==> config.mk <==
export PLATFORM = sky130hd
export DESIGN_NAME = multicycle_controller
export DESIGN_NICKNAME = d
export VERILOG_FILES = /design/src/rtl/multicycle_controller_pkg.sv /design/src/rtl/multicycle_controller_alu_decode.sv /design/src/rtl/multicycle_controller.sv
export SDC_FILE = /design/constraint.sdc
export NUM_CORES = 1
export LEC_CHECK = 0
export CAP_MARGIN = 10
export CORE_UTILIZATION = 32
export CTS_CLUSTER_SIZE = 24
export DETAILED_ROUTE_END_ITERATION = 16
export GPL_ROUTABILITY_DRIVEN = 0
export PLACE_DENSITY = 0.65
export SYNTH_ARGS = -nofsm -noshare
export SYNTH_HDL_FRONTEND = slang
export SYNTH_SLANG_ARGS = --single-unit
==> constraint.sdc <==
create_clock -name i_clk -period 4.87 [get_ports i_clk]
set_clock_uncertainty 0.05 [all_clocks]
set_input_delay 0.487 -clock i_clk [delete_from_list [all_inputs] [get_ports i_clk]]
set_output_delay 0.487 -clock i_clk [all_outputs]
set_load 0.01 [all_outputs]
==> src/rtl/multicycle_controller_pkg.sv <==
// Purpose: shared constants for the multi-cycle MIPS controller: opcodes, funct codes, ALU codes, state encoding, PCSrc codes.
// Latency: none (declarations only).
// Backpressure: none (declarations only).
package multicycle_controller_pkg;

    // Instruction opcodes (IR[31:26])
    localparam logic [5:0] OP_RTYPE = 6'b000000;
    localparam logic [5:0] OP_LW    = 6'b100011;
    localparam logic [5:0] OP_SW    = 6'b101011;
    localparam logic [5:0] OP_BEQ   = 6'b000100;
    localparam logic [5:0] OP_BNE   = 6'b000101;
    localparam logic [5:0] OP_ADDI  = 6'b001000;
    localparam logic [5:0] OP_J     = 6'b000010;

    // R-type funct codes (IR[5:0])
    localparam logic [5:0] FN_ADD = 6'b100000;
    localparam logic [5:0] FN_SUB = 6'b100010;
    localparam logic [5:0] FN_AND = 6'b100100;
    localparam logic [5:0] FN_OR  = 6'b100101;
    localparam logic [5:0] FN_SLT = 6'b101010;
    localparam logic [5:0] FN_SLL = 6'b000000;
    localparam logic [5:0] FN_SRL = 6'b000010;

    // ALU32Bit control codes
    localparam logic [3:0] ALU_ADD = 4'b0000;
    localparam logic [3:0] ALU_SUB = 4'b0001;
    localparam logic [3:0] ALU_AND = 4'b0010;
    localparam logic [3:0] ALU_OR  = 4'b0011;
    localparam logic [3:0] ALU_SLT = 4'b0100;
    localparam logic [3:0] ALU_SLL = 4'b1000;
    localparam logic [3:0] ALU_SRL = 4'b1001;

    // State encoding (visible on the debug State port)
    localparam logic [2:0] S_FETCH  = 3'd0;
    localparam logic [2:0] S_DECODE = 3'd1;
    localparam logic [2:0] S_EXEC   = 3'd2;
    localparam logic [2:0] S_MEM    = 3'd3;
    localparam logic [2:0] S_WB     = 3'd4;
    localparam logic [2:0] S_BRANCH = 3'd5;
    localparam logic [2:0] S_JUMP   = 3'd6;

    typedef enum logic [2:0] {
        ST_FETCH  = S_FETCH,
        ST_DECODE = S_DECODE,
        ST_EXEC   = S_EXEC,
        ST_MEM    = S_MEM,
        ST_WB     = S_WB,
        ST_BRANCH = S_BRANCH,
        ST_JUMP   = S_JUMP
    } state_t;

    // PCSrc select codes
    localparam logic [1:0] PCSRC_SEQ    = 2'b00;
    localparam logic [1:0] PCSRC_BRANCH = 2'b01;
    localparam logic [1:0] PCSRC_JUMP   = 2'b10;

    // True for opcodes that enter EXEC (R-type funct is checked separately)
    function automatic logic op_uses_exec(input logic [5:0] op);
        return (op == OP_RTYPE) || (op == OP_LW) || (op == OP_SW) || (op == OP_ADDI);
    endfunction

endpackage

==> src/rtl/multicycle_controller_alu_decode.sv <==
// Purpose: combinational ALU control decode from (Opcode, Funct, State) to ALUOp, RegB and a funct-valid flag.
// Latency: combinational, zero cycles.
// Backpressure: none; outputs follow inputs.
// Ports: i_opcode/i_funct held IR fields, i_state controller state; o_alu_op ALU code,
//        o_reg_b shamt select, o_funct_valid R-type funct is defined (independent of state).
module alu_decode
    import multicycle_controller_pkg::*;
(
    input  logic [5:0] i_opcode,
    input  logic [5:0] i_funct,
    input  logic [2:0] i_state,
    output logic [3:0] o_alu_op,
    output logic       o_reg_b,
    output logic       o_funct_valid
);

    logic [3:0] w_funct_alu;
    logic       w_funct_shift;

    always_comb begin
        w_funct_alu   = ALU_ADD;
        w_funct_shift = 1'b0;
        o_funct_valid = 1'b1;
        case (i_funct)
            FN_ADD:  w_funct_alu = ALU_ADD;
            FN_SUB:  w_funct_alu = ALU_SUB;
            FN_AND:  w_funct_alu = ALU_AND;
            FN_OR:   w_funct_alu = ALU_OR;
            FN_SLT:  w_funct_alu = ALU_SLT;
            FN_SLL: begin
                w_funct_alu   = ALU_SLL;
                w_funct_shift = 1'b1;
            end
            FN_SRL: begin
                w_funct_alu   = ALU_SRL;
                w_funct_shift = 1'b1;
            end
            default: o_funct_valid = 1'b0;
        endcase
    end

    // ALU control is only meaningful in EXEC and BRANCH; elsewhere it rests at 0.
    always_comb begin
        o_alu_op = 4'b0000;
        o_reg_b  = 1'b0;
        if (i_state == S_EXEC) begin
            if (i_opcode == OP_RTYPE) begin
                o_alu_op = w_funct_alu;
                o_reg_b  = w_funct_shift;
            end else begin
                // addi / lw / sw all add the immediate
                o_alu_op = ALU_ADD;
            end
        end else if (i_state == S_BRANCH) begin
            o_alu_op = ALU_SUB;
        end
    end

endmodule

==> src/rtl/multicycle_controller.sv <==
// Purpose: Moore sequencer for the multi-cycle MIPS datapath: state register, next-state, enable/select decode, Illegal flag, retire counter.
// Latency: R/addi 4, lw 5+N, sw 4+N, beq/bne 3, j 3, illegal 2 cycles (N = MemReady-low cycles in MEM).
// Backpressure: holds in MEM while i_mem_ready=0; i_mem_ready ignored in other states.
// Ports: i_clk/i_rst_n clock and async active-low reset; i_opcode/i_funct held IR fields; i_zero ALU zero flag;
//        i_mem_ready data memory done; o_* datapath enables/selects; o_illegal sticky decode error;
//        o_state debug state; o_retired completed-instruction count (wraps).
module multicycle_controller
    import multicycle_controller_pkg::*;
#(
    parameter int CNT_W = 32
) (
    input  logic             i_clk,
    input  logic             i_rst_n,
    input  logic [5:0]       i_opcode,
    input  logic [5:0]       i_funct,
    input  logic             i_zero,
    input  logic             i_mem_ready,
    output logic             o_pc_write,
    output logic [1:0]       o_pc_src,
    output logic             o_ir_write,
    output logic             o_reg_write,
    output logic             o_reg_dst,
    output logic             o_mem_to_reg,
    output logic             o_mem_read,
    output logic             o_mem_write,
    output logic             o_alu_src,
    output logic             o_reg_b,
    output logic [3:0]       o_alu_op,
    output logic             o_illegal,
    output logic [2:0]       o_state,
    output logic [CNT_W-1:0] o_retired
);

    state_t            r_state;
    state_t            w_next;
    logic              r_illegal;
    logic [CNT_W-1:0]  r_retired;

    logic       w_retire;
    logic       w_illegal_dec;
    logic       w_pc_write;
    logic [1:0] w_pc_src;
    logic       w_ir_write;
    logic       w_reg_write;
    logic       w_reg_dst;
    logic       w_mem_to_reg;
    logic       w_mem_read;
    logic       w_mem_write;
    logic       w_alu_src;
    logic [3:0] w_alu_op;
    logic       w_reg_b;
    logic       w_funct_valid;

    alu_decode u_alu_decode (
        .i_opcode      (i_opcode),
        .i_funct       (i_funct),
        .i_state       (r_state),
        .o_alu_op      (w_alu_op),
        .o_reg_b       (w_reg_b),
        .o_funct_valid (w_funct_valid)
    );

    always_comb begin
        w_next        = r_state;
        w_retire      = 1'b0;
        w_illegal_dec = 1'b0;
        w_pc_write    = 1'b0;
        w_pc_src      = PCSRC_SEQ;
        w_ir_write    = 1'b0;
        w_reg_write   = 1'b0;
        w_reg_dst     = 1'b0;
        w_mem_to_reg  = 1'b0;
        w_mem_read    = 1'b0;
        w_mem_write   = 1'b0;
        w_alu_src     = 1'b0;
        unique case (r_state)
            ST_FETCH: begin
                w_ir_write = 1'b1;
                w_pc_write = 1'b1;
                w_pc_src   = PCSRC_SEQ;
                w_next     = ST_DECODE;
            end
            ST_DECODE: begin
                if (i_opcode == OP_RTYPE && !w_funct_valid) begin
                    w_illegal_dec = 1'b1;
                    w_next        = ST_FETCH;
                end else if (op_uses_exec(i_opcode)) begin
                    w_next = ST_EXEC;
                end else if (i_opcode == OP_BEQ || i_opcode == OP_BNE) begin
                    w_next = ST_BRANCH;
                end else if (i_opcode == OP_J) begin
                    w_next = ST_JUMP;
                end else begin
                    w_illegal_dec = 1'b1;
                    w_next        = ST_FETCH;
                end
            end
            ST_EXEC: begin
                w_alu_src = (i_opcode != OP_RTYPE);
                w_next    = (i_opcode == OP_LW || i_opcode == OP_SW) ? ST_MEM : ST_WB;
            end
            ST_MEM: begin
                w_mem_read  = (i_opcode == OP_LW);
                w_mem_write = (i_opcode == OP_SW);
                if (i_mem_ready) begin
                    if (i_opcode == OP_LW) begin
                        w_next = ST_WB;
                    end else begin
                        w_next   = ST_FETCH;
                        w_retire = 1'b1;
                    end
                end
            end
            ST_WB: begin
                w_reg_write  = 1'b1;
                w_reg_dst    = (i_opcode == OP_RTYPE);
                w_mem_to_reg = (i_opcode == OP_LW);
                w_retire     = 1'b1;
                w_next       = ST_FETCH;
            end
            ST_BRANCH: begin
                w_pc_src   = PCSRC_BRANCH;
                // Only this enable looks at a same-cycle datapath flag.
                w_pc_write = (i_opcode == OP_BNE) ? ~i_zero : i_zero;
                w_retire   = 1'b1;
                w_next     = ST_FETCH;
            end
            ST_JUMP: begin
                w_pc_src   = PCSRC_JUMP;
                w_pc_write = 1'b1;
                w_retire   = 1'b1;
                w_next     = ST_FETCH;
            end
            default: w_next = ST_FETCH;
        endcase
    end

    always_ff @(posedge i_clk or negedge i_rst_n) begin
        if (!i_rst_n) begin
            r_state   <= ST_FETCH;
            r_illegal <= 1'b0;
            r_retired <= '0;
        end else begin
            r_state <= w_next;
            if (w_illegal_dec) begin
                r_illegal <= 1'b1;
            end
            if (w_retire) begin
                r_retired <= r_retired + CNT_W'(1);
            end
        end
    end

    // Held reset forces every enable and select low even though the state is
    // already FETCH, so an interrupted access cannot complete.
    assign o_pc_write   = w_pc_write   & i_rst_n;
    assign o_pc_src     = i_rst_n ? w_pc_src : 2'b00;
    assign o_ir_write   = w_ir_write   & i_rst_n;
    assign o_reg_write  = w_reg_write  & i_rst_n;
    assign o_reg_dst    = w_reg_dst    & i_rst_n;
    assign o_mem_to_reg = w_mem_to_reg & i_rst_n;
    assign o_mem_read   = w_mem_read   & i_rst_n;
    assign o_mem_write  = w_mem_write  & i_rst_n;
    assign o_alu_src    = w_alu_src    & i_rst_n;
    assign o_reg_b      = w_reg_b      & i_rst_n;
    assign o_alu_op     = i_rst_n ? w_alu_op : 4'b0000;
    assign o_illegal    = r_illegal;
    assign o_state      = r_state;
    assign o_retired    = r_retired;

endmodule

# Word level (Yosys, flattened, before mapping)
# Index checks and enable logic that the tools add are counted.
# classes
addsub	1
eq_ne	19
muxes	36
n_bitwise	10
reduce_logical	15
# op_table
operator	n
$eq A6 B6 Y1 const B	7
$add A32 B1 Y32 const B	1
$pmux W4 S6	1
$mux W3	7
$mux W1	20
$eq A6 B2 Y1 const B	2
$eq A6 B3 Y1 const B	2
$logic_not A6 Y1	2
$mux W4	3
$pmux W3 S4	1
$and A1 B1 Y1	9
$eq A3 B3 Y1 const B	3
$reduce_or A7 Y1	1
$eq A3 B2 Y1 const B	2
$eq A6 B4 Y1 const B	1
$reduce_bool A6 Y1	1
$logic_or A1 B1 Y1	5
$pmux W1 S2	2
$pmux W2 S2	1
$reduce_or A2 Y1	2
$eq A3 B1 Y1 const B	1
$logic_not A3 Y1	1
$reduce_or A3 Y1	1
$mux W2	1
other kinds (4)	4
# totals
reg_bits	36
inputBits	16
word_cells	84

# Depth between registers and ports, before layout
# logic_depth
word_depth	7
ltp_mapped	6
ltp_nobuf	5

# By module
# From an unflattened synthesis, not the netlist that was laid out.
# unflattened
cells_unflattened	210
hier_area_um2	2062.0
# modules_own_cells
mod	instances	cells_each	area_per_inst_um2
multicycle_controller	1	190	1925.6
alu_decode	1	20	136.4

# Worst setup path before layout
# No wires, ideal clock.
# synth_path
path_kind	in2out
startpoint	in i_opcode[3]
endpoint	out o_alu_op[3]
arrival_ns	2.094
t_required_ns	4.333
slack_ns	2.239
path_stages	5
path_cell_list	or2_1 > or4b_4 > or3_4 > and4bb_2 > buf_4
# synth_via
elab_chain_len	4
# synth_lines
element	line	source
from (decl)	multicycle_controller.sv:14	input logic [5:0] i_opcode,
$logic_not A6 Y1	multicycle_controller_alu_decode.sv:47	if (i_opcode == OP_RTYPE) begin
$mux W4	multicycle_controller_alu_decode.sv:47	
$mux W4	multicycle_controller_alu_decode.sv:46	if (i_state == S_EXEC) begin
$mux W4	multicycle_controller.sv:166	assign o_alu_op = i_rst_n ? w_alu_op : 4'b0000;
to (decl)	multicycle_controller.sv:28	output logic [3:0] o_alu_op,
# Every way passes these cells.

# Worst setup path in the final report
# layout_path
startpoint	in i_opcode[2]
endpoint	out o_alu_op[0]
# Same word-level chain as after synthesis.

==> impl_results.md <==
* Clock latency at the later pin of the worst-skew pair at between 200 and 300 ps
* CP startpoint: i_opcode[2]
* CTS buffer count at 5
* Final non-filler cell total at 357
* Maximum vdd drop at around 0.00030 V
* Post-route DRC at 0
* Flops & latches, synth at 36
* Hold WC Path Type: in2async
* Synth unique cells at 49
* Worst path cell trace: clkdlybuf4s50_1, or2_1, or4b_4, or3_4, a2111oi_4, a21o_1, clkdlybuf4s50_1
* Main combinational cell family by area after synthesis: simple AND/OR/NAND/NOR gates
* Multiplexer share of the synthesized area at 1.577%
* Final core utilization at 48.29%
* Setup TNS at 0 ps
* CP max stage delay at 520 ps
* Fin crit period at roughly 3600 ps
* CORE AREA at 6061 um2
* Area growth syn-to-layout at 41.84%
* Post-synth EDFFs at 0
* Asr flop ratio synth at 100.0%
* Post-route cell area at 2927 um2
* Starting Density at 34.04%
* Pleak at 1.146 nW
* Hold Fails Final Rpt at 0
* Antenna-violating nets left at 0
* Power per Cell Area at roughly 300 nW/um2
* Crit. End Element: primary output
* Crit Path Category: in2out
* Synth Flop Type: dfrtp_1
* Clock transition at path regs at 80 ps
* Max_cap viols at 0
* Row Count at 28
* Number of diodes at 0
* Placed Cells at roughly 350
* Data arrival, critical path at 3090 ps
* Detailed Routing Iterations Pass 1 at 4
* F_max at 275.9 MHz
* Slowest CP cell: clkdlybuf4s50_1
* Initial antenna violation count at 0
* Required @ worst endpoint at 4330 ps
* I/O Buffers at 66
* Drt wl/cell at 14.52 um
* CP Launch Type: input port
* Fin. max-slew vios at 0
* Chip width at just over 80 um
* Area after DPL at 2800 um2
* Post-synth net total at 228
* Adder-Cell Fraction of Synth Area at 0.6064%
* Status: finished clean
* Pin count of the biggest net entering global routing at 41
* Post-Synth XOR/XNOR Area at 13.58%
* CP delay by family, top: simple AND/OR/NAND/NOR gates
* Reg-to-Reg Start: o_state[0]
* Mapped Area at 2063 um2
* Overall Global Routing Usage at 16.27%
* Crit-path max FO at 7
* Final nets at around 300
* Routed WL at 5182 um
* CP dominant cell by count: clkdlybuf4s50_1
* Layout cells sized above 1 at 6.738%
* Worst hold slack at 262.1 ps
* Post-DP HPWL at 3757 um
* CTS Hold Bufs at 0
* Io pins at 67
* Die Y-Extent at 82.30 um
* Syn. warnings at 0
* Resized cells post-CTS at 0
* DIE AREA at 6772 um2
* Register area share after synthesis at 43.66%
* Crit path buffers/inverters at 2
* Clk sinks at 36
* Cells after Synth at 211
* Vias per inst at ~5.2
* Bufs on Longest Clock Path at 2
* Clock root cell: clkbuf_8
* Number of global-route vias before repair at 1722
* Slew headroom at between 50% and 60%
* First-pass GRT wire length at 8424 um
* Mean Syn Cell Area at 9.778 um2
* Post-Synth Simple-Gate Area at 28.81%
* Synth Area in Compound Gates at roughly 9.7%
* RSZ-0062 raised after global routing: false
* Post-CTS Setup Repair Bufs at 0
* Max H-tree Level at 2
* Vias at 1855
* Grt ovf at 0
* Final worst-path cycle share at 74.43%
* Measured slew at the worst slew-check pin at around 740 ps
* Setup violators final at 0
* Starting DRT DRC Count at around 130
* CTS tree: built
[metrics by stage]
step           worst slack (ps)  power (mW)
4_1_cts                    1251      0.8930
3_5_place_dp               1252      0.5982
3_3_place_gp               1284      0.5982
6_report                   1245      0.8854
5_1_grt                    1137      0.9348
2_1_floorplan              2239      0.4807
[final cells by class]
cell class / count / area [um2]
Clock inverter: 1 / 30.03
Sequential cell: 36 / 900.9
Clock buffer: 7 / 96.34
Multi-Input combinational cell: 165 / 1120
Fill cell: 590 / 3134
Inverter: 6 / 22.52
Timing Repair Buffer: 67 / 663.1
Tap cell: 75 / 93.84
[registers in the layout, summed over array words and instances (netlist names)]
name	count
o_illegal	1
o_state	3
o_retired	32
[cell families after synthesis]
family | count (synthesis)
flops | 36
xor+xnor | 32
buf+inv | 10
fa+ha+maj | 1
compound gates | 25
simple gates | 104
mux | 3
[final timing paths]
| check | end | slack, ps | cells after the start |
|---|---|---|---|
| min in group i_clk | o_illegal | 420 | 1 |
| worst min-delay path | o_retired[8] | 260 | 2 |
| worst max register to register | o_retired[23] | 2640 | 5 |
| max in group asynchronous | o_state[0] | 4160 | 2 |
| worst max-delay path | o_alu_op[0] | 1250 | 7 |
| worst min register to register | o_illegal | 420 | 1 |
[where the power goes]
| group | leakage (nW) | internal, mW | switching, mW |
|---|---|---|---|
| logic | 0.636 | 0.117 | 0.100 |
| registers | 0.446 | 0.326 | 0.0506 |
| clock network | 0.0645 | 0.181 | 0.111 |
| total | 1.15 | 0.624 | 0.261 |
[worst register-to-register path: cells and delay by family, from the launching register on]
kind	cells	cell delay, ps
AO/OA/AOI/OAI	2	800
flip-flops	1	620
AND/OR/NAND/NOR	2	480
XOR/XNOR	1	160
[synth_stat cells, drive strengths merged (2+ instances only)]
library cell / instances / area share [%]
a21boi: 2 / 0.73
or3: 2 / 0.85
o2111ai: 2 / 0.85
dfrtp: 36 / 44
clkbuf: 2 / 0.36
nor4: 3 / 1.6
mux2: 2 / 1.1
o21ai: 5 / 1.2
and3: 6 / 1.8
nor2b: 4 / 1.2
nand2b: 6 / 1.8
a21oi: 2 / 0.49
nor2: 16 / 2.9
and4: 2 / 0.85
nand3: 16 / 3.9
xnor2: 19 / 8.1
buf: 2 / 0.61
nand2: 15 / 2.7
a211oi: 2 / 0.97
xor2: 13 / 5.5
nor3: 14 / 3.4
nand3b: 2 / 0.73
a21o: 3 / 1.1
inv: 6 / 1.1
nor3b: 3 / 1.1
nand4: 9 / 3.0
[cells in the final DEF, fill, tap and decap left out, types with 2 or more instances in the layout]
cell,n
a21o_1,3
a21oi_1,2
and3_1,6
and4_1,2
clkbuf_8,7
clkdlybuf4s50_1,65
dfrtp_1,36
inv_1,6
mux2_2,2
nand2_1,15
nand2b_1,6
nand3_1,16
nand3b_1,2
nand4_1,8
nor2_1,16
nor2b_1,4
nor3_1,14
nor3b_1,3
nor4_1,2
o2111ai_1,2
o21ai_0,5
xnor2_1,19
xor2_1,13
[routing by layer]
metal	up-vias	routed length [um]	part of all wire (%)	track usage, %
met5	-	0	0	0
met4	0	28	0.54	3.684
met3	4	315	6.1	3.736
met2	49	2401	46	26.20
met1	902	2436	47	22.09
li1	900	-	-	-
No activity file was read; power rests on OpenSTA's default activity.
